**config.mk**
```make
export PLATFORM = sky130hd
export DESIGN_NAME = em_stage_flat
export DESIGN_NICKNAME = d
export VERILOG_FILES = /design/src/rtl/em_stage_if.sv /design/src/rtl/em_stage.sv /design/src/flat_wrapper.sv
export SDC_FILE = /design/constraint.sdc
export NUM_CORES = 1
export LEC_CHECK = 0
export ABC_CLOCK_PERIOD_IN_PS = 2100
export BUFFER_PORTS_ARGS = -buffer_cell sky130_fd_sc_hd__buf_2
export CAP_MARGIN = 10
export CORE_MARGIN = 10
export CORE_UTILIZATION = 55
export CTS_CLUSTER_SIZE = 25
export DETAILED_ROUTE_END_ITERATION = 10
export PLACE_DENSITY = 0.81
export SYNTH_ARGS = -nofsm -noshare
export SYNTH_HDL_FRONTEND = slang
export SYNTH_SLANG_ARGS = --single-unit
```
**constraint.sdc**
```tcl
create_clock -name clk -period 2.1 [get_ports clk]
set_clock_uncertainty 0.15 [all_clocks]
set_input_delay 0.105 -clock clk [delete_from_list [all_inputs] [get_ports clk]]
set_output_delay 0.105 -clock clk [all_outputs]
set_load 0.01 [all_outputs]
```
**src/rtl/em_stage_if.sv**
```systemverilog
// Data-memory bus between the EM pipeline stage (master) and the data memory (slave).
// The master issues one request at a time and holds it until the slave acknowledges.
interface em_stage_if;
    logic       dmem_req;
    logic       dmem_we;
    logic [9:0] dmem_addr;
    logic [9:0] dmem_wdata;
    logic [9:0] dmem_rdata;
    logic       dmem_ack;

    modport master (
        output dmem_req,
        output dmem_we,
        output dmem_addr,
        output dmem_wdata,
        input  dmem_rdata,
        input  dmem_ack
    );

    modport slave (
        input  dmem_req,
        input  dmem_we,
        input  dmem_addr,
        input  dmem_wdata,
        output dmem_rdata,
        output dmem_ack
    );
endinterface

```
**src/rtl/em_stage.sv**
```systemverilog
// Execute/memory pipeline stage: 10-bit ALU, a two-state memory handshake FSM
// (IDLE/WAIT) and a registered writeback port.  While a memory operation is
// outstanding the upstream pipeline register is frozen through 'stall'.
// Optional feature: define EM_TIMEOUT_EN to abort a memory request that is not
// acknowledged within 15 WAIT cycles and raise the sticky mem_err flag.
module em_stage (
    input  logic        clk,
    input  logic        reset,       // asynchronous, active-low
    input  logic [9:0]  aluA,
    input  logic [9:0]  aluB,
    input  logic [2:0]  alu_ctrl,
    input  logic [2:0]  dest_addr,
    input  logic        gp_reg_wb,
    input  logic        mem_we,
    input  logic        mem_re,
    input  logic [9:0]  store_data,
    output logic        stall,
    em_stage_if.master  dmem,
    output logic        wb_en,
    output logic [2:0]  wb_addr,
    output logic [9:0]  wb_data,
    output logic        mem_err
);

    typedef enum logic {
        IDLE = 1'b0,
        WAIT = 1'b1
    } state_t;

    state_t      state_q, state_d;
    logic        req_q, req_d;
    logic        we_q, we_d;
    logic [9:0]  addr_q, addr_d;
    logic [9:0]  wdata_q, wdata_d;
    logic [2:0]  dest_q, dest_d;       // destination of the outstanding load
    logic        gp_q, gp_d;           // writeback request of the outstanding load
    logic        wb_en_q, wb_en_d;
    logic [2:0]  wb_addr_q, wb_addr_d;
    logic [9:0]  wb_data_q, wb_data_d;

    logic [9:0]  alu_res;
    logic [3:0]  shamt;
    logic        mem_op;
    logic        timeout_hit;

`ifdef EM_TIMEOUT_EN
    logic [3:0]  cnt_q, cnt_d;
    logic        err_q, err_d;

    // The 15th consecutive un-acknowledged WAIT cycle aborts the request.
    assign timeout_hit = (state_q == WAIT) && !dmem.dmem_ack && (cnt_q == 4'd14);
    assign mem_err     = err_q;
`else
    assign timeout_hit = 1'b0;
    assign mem_err     = 1'b0;
`endif

    // A simultaneous load and store request is handled as a store.
    assign mem_op = mem_re | mem_we;

    // ALU: all results wrap to 10 bits; shifts of 10..15 yield zero.
    always_comb begin
        alu_res = '0;
        shamt   = aluB[3:0];
        case (alu_ctrl)
            3'b000:  alu_res = aluA + aluB;
            3'b001:  alu_res = aluA - aluB;
            3'b010:  alu_res = aluA & aluB;
            3'b011:  alu_res = aluA | aluB;
            3'b100:  alu_res = aluA ^ aluB;
            3'b101:  alu_res = (shamt > 4'd9) ? 10'd0 : (aluA << shamt);
            3'b110:  alu_res = (shamt > 4'd9) ? 10'd0 : (aluA >> shamt);
            default: alu_res = {9'b0, $signed(aluA) < $signed(aluB)};
        endcase
    end

    // Freeze upstream while a memory op is being issued or awaits its ack; a
    // timed-out op is dropped, so the stall is released on the abort cycle.
    // Reset releases the stall immediately.
    assign stall = reset & ((state_q == IDLE) ? mem_op
                                              : (~dmem.dmem_ack & ~timeout_hit));

    // Next-state logic for the handshake FSM and all registered outputs.
    always_comb begin
        state_d   = state_q;
        req_d     = req_q;
        we_d      = we_q;
        addr_d    = addr_q;
        wdata_d   = wdata_q;
        dest_d    = dest_q;
        gp_d      = gp_q;
        wb_en_d   = 1'b0;
        wb_addr_d = wb_addr_q;
        wb_data_d = wb_data_q;
`ifdef EM_TIMEOUT_EN
        cnt_d     = cnt_q;
        err_d     = err_q;
`endif
        case (state_q)
            IDLE: begin
                if (mem_op) begin
                    state_d = WAIT;
                    req_d   = 1'b1;
                    we_d    = mem_we;
                    addr_d  = alu_res;
                    wdata_d = store_data;
                    dest_d  = dest_addr;
                    gp_d    = gp_reg_wb;
`ifdef EM_TIMEOUT_EN
                    cnt_d   = 4'd0;
`endif
                end else if (gp_reg_wb) begin
                    wb_en_d   = 1'b1;
                    wb_addr_d = dest_addr;
                    wb_data_d = alu_res;
                end
            end
            WAIT: begin
                if (dmem.dmem_ack) begin
                    state_d = IDLE;
                    req_d   = 1'b0;
                    if (!we_q && gp_q) begin
                        wb_en_d   = 1'b1;
                        wb_addr_d = dest_q;
                        wb_data_d = dmem.dmem_rdata;
                    end
                end
`ifdef EM_TIMEOUT_EN
                else if (timeout_hit) begin
                    state_d = IDLE;
                    req_d   = 1'b0;
                    err_d   = 1'b1;
                end else begin
                    cnt_d = cnt_q + 4'd1;
                end
`endif
            end
            default: state_d = IDLE;
        endcase
    end

    // State and output registers with asynchronous active-low reset.
    always_ff @(posedge clk or negedge reset) begin
        if (!reset) begin
            state_q   <= IDLE;
            req_q     <= 1'b0;
            we_q      <= 1'b0;
            addr_q    <= '0;
            wdata_q   <= '0;
            dest_q    <= '0;
            gp_q      <= 1'b0;
            wb_en_q   <= 1'b0;
            wb_addr_q <= '0;
            wb_data_q <= '0;
`ifdef EM_TIMEOUT_EN
            cnt_q     <= '0;
            err_q     <= 1'b0;
`endif
        end else begin
            state_q   <= state_d;
            req_q     <= req_d;
            we_q      <= we_d;
            addr_q    <= addr_d;
            wdata_q   <= wdata_d;
            dest_q    <= dest_d;
            gp_q      <= gp_d;
            wb_en_q   <= wb_en_d;
            wb_addr_q <= wb_addr_d;
            wb_data_q <= wb_data_d;
`ifdef EM_TIMEOUT_EN
            cnt_q     <= cnt_d;
            err_q     <= err_d;
`endif
        end
    end

    assign dmem.dmem_req   = req_q;
    assign dmem.dmem_we    = we_q;
    assign dmem.dmem_addr  = addr_q;
    assign dmem.dmem_wdata = wdata_q;
    assign wb_en           = wb_en_q;
    assign wb_addr         = wb_addr_q;
    assign wb_data         = wb_data_q;

endmodule

```
**src/flat_wrapper.sv**
```systemverilog
// flat-port wrapper written by rule: the top's interface ports become plain ports
module em_stage_flat 
  (clk, reset, aluA, aluB, alu_ctrl, dest_addr, gp_reg_wb, mem_we, mem_re, store_data, stall, wb_en, wb_addr, wb_data, mem_err, dmem_dmem_req, dmem_dmem_we, dmem_dmem_addr, dmem_dmem_wdata, dmem_dmem_rdata, dmem_dmem_ack);
  em_stage_if dmem_i ();
  input  logic clk;
  input  logic reset;
  input  logic [9:0] aluA;
  input  logic [9:0] aluB;
  input  logic [2:0] alu_ctrl;
  input  logic [2:0] dest_addr;
  input  logic gp_reg_wb;
  input  logic mem_we;
  input  logic mem_re;
  input  logic [9:0] store_data;
  output logic stall;
  output logic wb_en;
  output logic [2:0] wb_addr;
  output logic [9:0] wb_data;
  output logic mem_err;
  output wire logic [$bits(dmem_i.dmem_req)-1:0] dmem_dmem_req;
  output wire logic [$bits(dmem_i.dmem_we)-1:0] dmem_dmem_we;
  output wire logic [$bits(dmem_i.dmem_addr)-1:0] dmem_dmem_addr;
  output wire logic [$bits(dmem_i.dmem_wdata)-1:0] dmem_dmem_wdata;
  input wire logic [$bits(dmem_i.dmem_rdata)-1:0] dmem_dmem_rdata;
  input wire logic [$bits(dmem_i.dmem_ack)-1:0] dmem_dmem_ack;
  assign dmem_dmem_req = dmem_i.dmem_req;
  assign dmem_dmem_we = dmem_i.dmem_we;
  assign dmem_dmem_addr = dmem_i.dmem_addr;
  assign dmem_dmem_wdata = dmem_i.dmem_wdata;
  assign dmem_i.dmem_rdata = dmem_dmem_rdata;
  assign dmem_i.dmem_ack = dmem_dmem_ack;
  em_stage u_core (.clk(clk), .reset(reset), .aluA(aluA), .aluB(aluB), .alu_ctrl(alu_ctrl), .dest_addr(dest_addr), .gp_reg_wb(gp_reg_wb), .mem_we(mem_we), .mem_re(mem_re), .store_data(store_data), .stall(stall), .dmem(dmem_i), .wb_en(wb_en), .wb_addr(wb_addr), .wb_data(wb_data), .mem_err(mem_err));
endmodule
```
==> impl_metrics.py <==
metrics = {
    "placement": {
        "port_buffers": 88,
        "hpwl_um": 11900,
        "place_area_mm2": 0.00518,
        "preCtsSetupSlack_ns": -0.315,
        "routabilityCongestion": 1.00,
    },
    "power": {
        "seqPwrFrac": 0.331,
        "pwr-share-comb": 0.477,
        "power.total_uw": 3520,
        "peakVddDrop_v": 0.000470,
        "p_sw_frac": 0.381,
        "power.density_mw_per_mm2": 633,
        "clockPowerShare": 0.193,
        "p_switching_uw": 1340,
        "p_leak_uw": 0.00264,
        "power.internal_uw": 2180,
    },
    "outcome": {
        "status": "finished clean",
    },
    "setup_path": {
        "max_stage_delay_ns": 0.40,
        "startpoint_type": "primary input",
        "path_cells": "buf_2, inv_1, ha_1, nor2_1, a221oi_1, o31ai_2, a221oi_2, o21ai_0, a21o_1, o221ai_1",
        "worstRegToRegCells": 5,
        "crit_family": "compound AO/OA/AOI/OAI gates",
        "crit_fanout": 5,
        "cp-endpoint": "u_core.wb_data[0]$_DFFE_PN0P_",
        "cp_num_cells": 10,
        "rr_endpoint": "u_core.wb_data[1]$_DFFE_PN0P_",
        "end_kind": "flop",
        "r2r_slack_ns": 0.15,
        "worstSetupPathType": "primary input to flop",
        "crit_path_start": "aluA[5]",
        "crit_buf_inv": 2,
        "rr_startpoint": "u_core.state_q$_DFF_PN0_",
        "slowest_stage": "ha_1",
        "cp.required_ns": 2.17,
        "arrival_ns": 2.11,
    },
    "floorplan": {
        "dieHeight_um": 104,
        "coreArea_mm2": 0.00687,
        "die_area_mm2": 0.0109,
        "rows": 30,
        "die_width_um": 104,
        "ios": 90,
        "initial_core_util": 0.569,
    },
    "timing": {
        "worst_pin_slew_ns": 0.898,
        "finalCritPeriodShare": 0.974,
        "setup_slack_ns": 0.0551,
        "hold_viol": 0,
        "finalSetupViolations": 0,
        "period_minus_slack_ns": 2.04,
        "slew-limit-headroom": 0.397,
        "slew_violations": 0,
        "fmax_mhz": 489,
    },
    "yosys": {
        "synth-async-reset-ratio": 1.00,
        "yosysUniqueCellTypes": 61,
        "synth.area.top_cells": "dfrtp_1, ha_1, mux4_2",
        "ys_ff_latch": 41,
        "yosysWarnings": 0,
        "synth_top_cell_area_share": 0.262,
        "syn_inst": 449,
        "synth_area_mm2": 0.00391,
        "ys_seq_area_frac": 0.262,
        "synth_top_cell_by_area": "dfrtp_1",
        "ys_top_cells_by_count": "dfrtp_1, a21oi_1, nor2_1, ha_1, nand2_1",
        "syn_area_per_cell_um2": 8.71,
        "synth_enable_flop_cells": 0,
        "yosysMostFrequentCell": "dfrtp_1",
        "synth_ff_type": "dfrtp_1",
        "syn_nets": 537,
    },
    "global_routing": {
        "antenna_found_initial": 1,
        "grt_pass1_wl_um": 24300,
        "grt-ovfl-total": 0,
        "grt.total_usage": 0.270,
        "grt_max_degree": 42,
        "grt_pass1_vias": 4590,
    },
    "route": {
        "wl_met1_um": 6140,
        "vias_per_cell": 6.22,
        "dr_wl_met3_um": 1460,
        "wl_um": 15500,
        "drc": 0,
        "dr.pass1.iters": 7,
        "first_iter_violations": 486,
        "ant_nets": 0,
        "vias": 4621,
        "dr_wl_met2_um": 7260,
        "topRoutingLayerUsed": "met4",
        "wl_per_cell_um": 20.8,
    },
    "final_layout": {
        "multiInputGateArea_mm2": 0.00267,
        "nets": 733,
        "final-seq-area_mm2": 0.00103,
        "drive_above_1_share": 0.410,
        "fill_cells": 454,
        "areaGrowthSynthToFinish_pct": 42.1,
        "final_cell_area_mm2": 0.00556,
    },
    "worst_hold_path": {
        "hold_path.class": "primary input to flop",
        "min-delay-start": "dmem_dmem_rdata[1]",
    },
    "clocking": {
        "cts_sinks": 41,
        "cts-root-buf": "clkbuf_8",
        "numCtsBuffers": 5,
        "htreeDepth": 2,
        "cts_max_path_buffers": 2,
        "clk-insertion-delay-late_ns": 0.30,
        "cts.clk_slew.worst_paths_ns": 0.09,
        "cts_setup_buffers": 0,
        "cts_tree": "built",
    },
    "run": {
        "max_cap_viol_count": 0,
    },
}
-- placed cells by master (no fill, tap or decap), drive strengths merged, types with 7 or more instances in the layout --
cell / n
a21oi: 40
o21ai: 32
nand2: 28
a221oi: 7
nor3: 21
ha: 34
mux4: 10
dlygate4sd3: 20
buf: 195
xnor2: 8
dfrtp: 41
mux2i: 16
mux2: 18
nor2: 36
a211oi: 8
inv: 37
-- power groups by stage --
stage | clock network, uW | logic (uW) | registers (uW)
after floorplan | 0 | 712 | 1260
after global placement | 0 | 1530 | 1150
after detailed placement | 0 | 1580 | 1160
after CTS | 675 | 1620 | 1150
after global routing | 714 | 1800 | 1190
final | 677 | 1680 | 1160
-- kinds of logic after synthesis --
logic type               after synthesis  share of synthesized area
XOR/XNOR                              12                     0.0269
AND/OR/NAND/NOR                      129                      0.165
adder cells (fa/ha/maj)               36                      0.119
AO/OA/AOI/OAI                        123                      0.203
other                                  1                   0.000959
flip-flops                            41                      0.262
buffers and inverters                 63                     0.0710
multiplexers                          44                      0.152
-- registers in the layout, indices dropped and copies added, names as in the netlist --
name	flops
u_core.wb_addr	3
u_core.dmem.dmem_wdata	10
u_core.gp_q	1
u_core.dmem.dmem_req	1
u_core.state_q	1
u_core.wb_en	1
u_core.wb_data	10
u_core.dest_q	3
u_core.dmem.dmem_addr	10
u_core.dmem.dmem_we	1
-- timing repair --
item	in CTS	in global routing
gates resized for setup	1	14
hold buffers	20	0
endpoints found under the hold margin	61	0
pin swaps	1	8
setup endpoints to repair	2	12
-- worst reg2reg max path: stages (launching register included) --
cell and delay (ns):
dfrtp_1 0.58, nand4b_1 0.34, nand2_1 0.36, buf_12 0.18
o311ai_1 0.10, o21a_1 0.13
-- area by class of cell --
class,instances,share of cell area
well taps,96,0.0216
clock buffers,6,0.0149
multi-input cells,345,0.480
inverters,37,0.0263
clock inverters,2,0.00675
flip-flops and latches,41,0.185
repair buffers,215,0.265
diodes,1,0.000450
-- worst min path at each step --
stage | slack, ns | cells past startpoint | to
floorplan | -0.34 | 0 | u_core.dest_q[0]$_DFFE_PN0P_
global placement | 0.06 | 2 | u_core.state_q$_DFF_PN0_
detailed placement | 0.06 | 2 | u_core.dmem.dmem_wdata[9]$_DFFE_PN0P_
CTS | 0.03 | 4 | u_core.wb_data[1]$_DFFE_PN0P_
global route | 0.02 | 4 | u_core.wb_data[1]$_DFFE_PN0P_
finish | 0.02 | 4 | u_core.wb_data[1]$_DFFE_PN0P_
-- metrics by stage --
step / utilization / hold slack [ns] / std cells / setup TNS [ns]
after floorplan: - / -0.341 / 449 / 0
after CTS: 0.802 / 0.0271 / 742 / 0
final: 0.809 / 0.0196 / 743 / 0
after detailed placement: 0.754 / 0.0638 / 714 / -3.38
after global placement: 0.754 / 0.0563 / 714 / -2.58
after global routing: 0.809 / 0.0241 / 743 / -0.0693
-- metal layers --
metal / GRT usage / up-vias
li1: - / 2026
met1: 0.343 / 2229
met2: 0.432 / 304
met3: 0.0626 / 62
met4: 0.102 / 0
met5: 0 / -
Note: power is estimated with default switching activity, not from simulation.
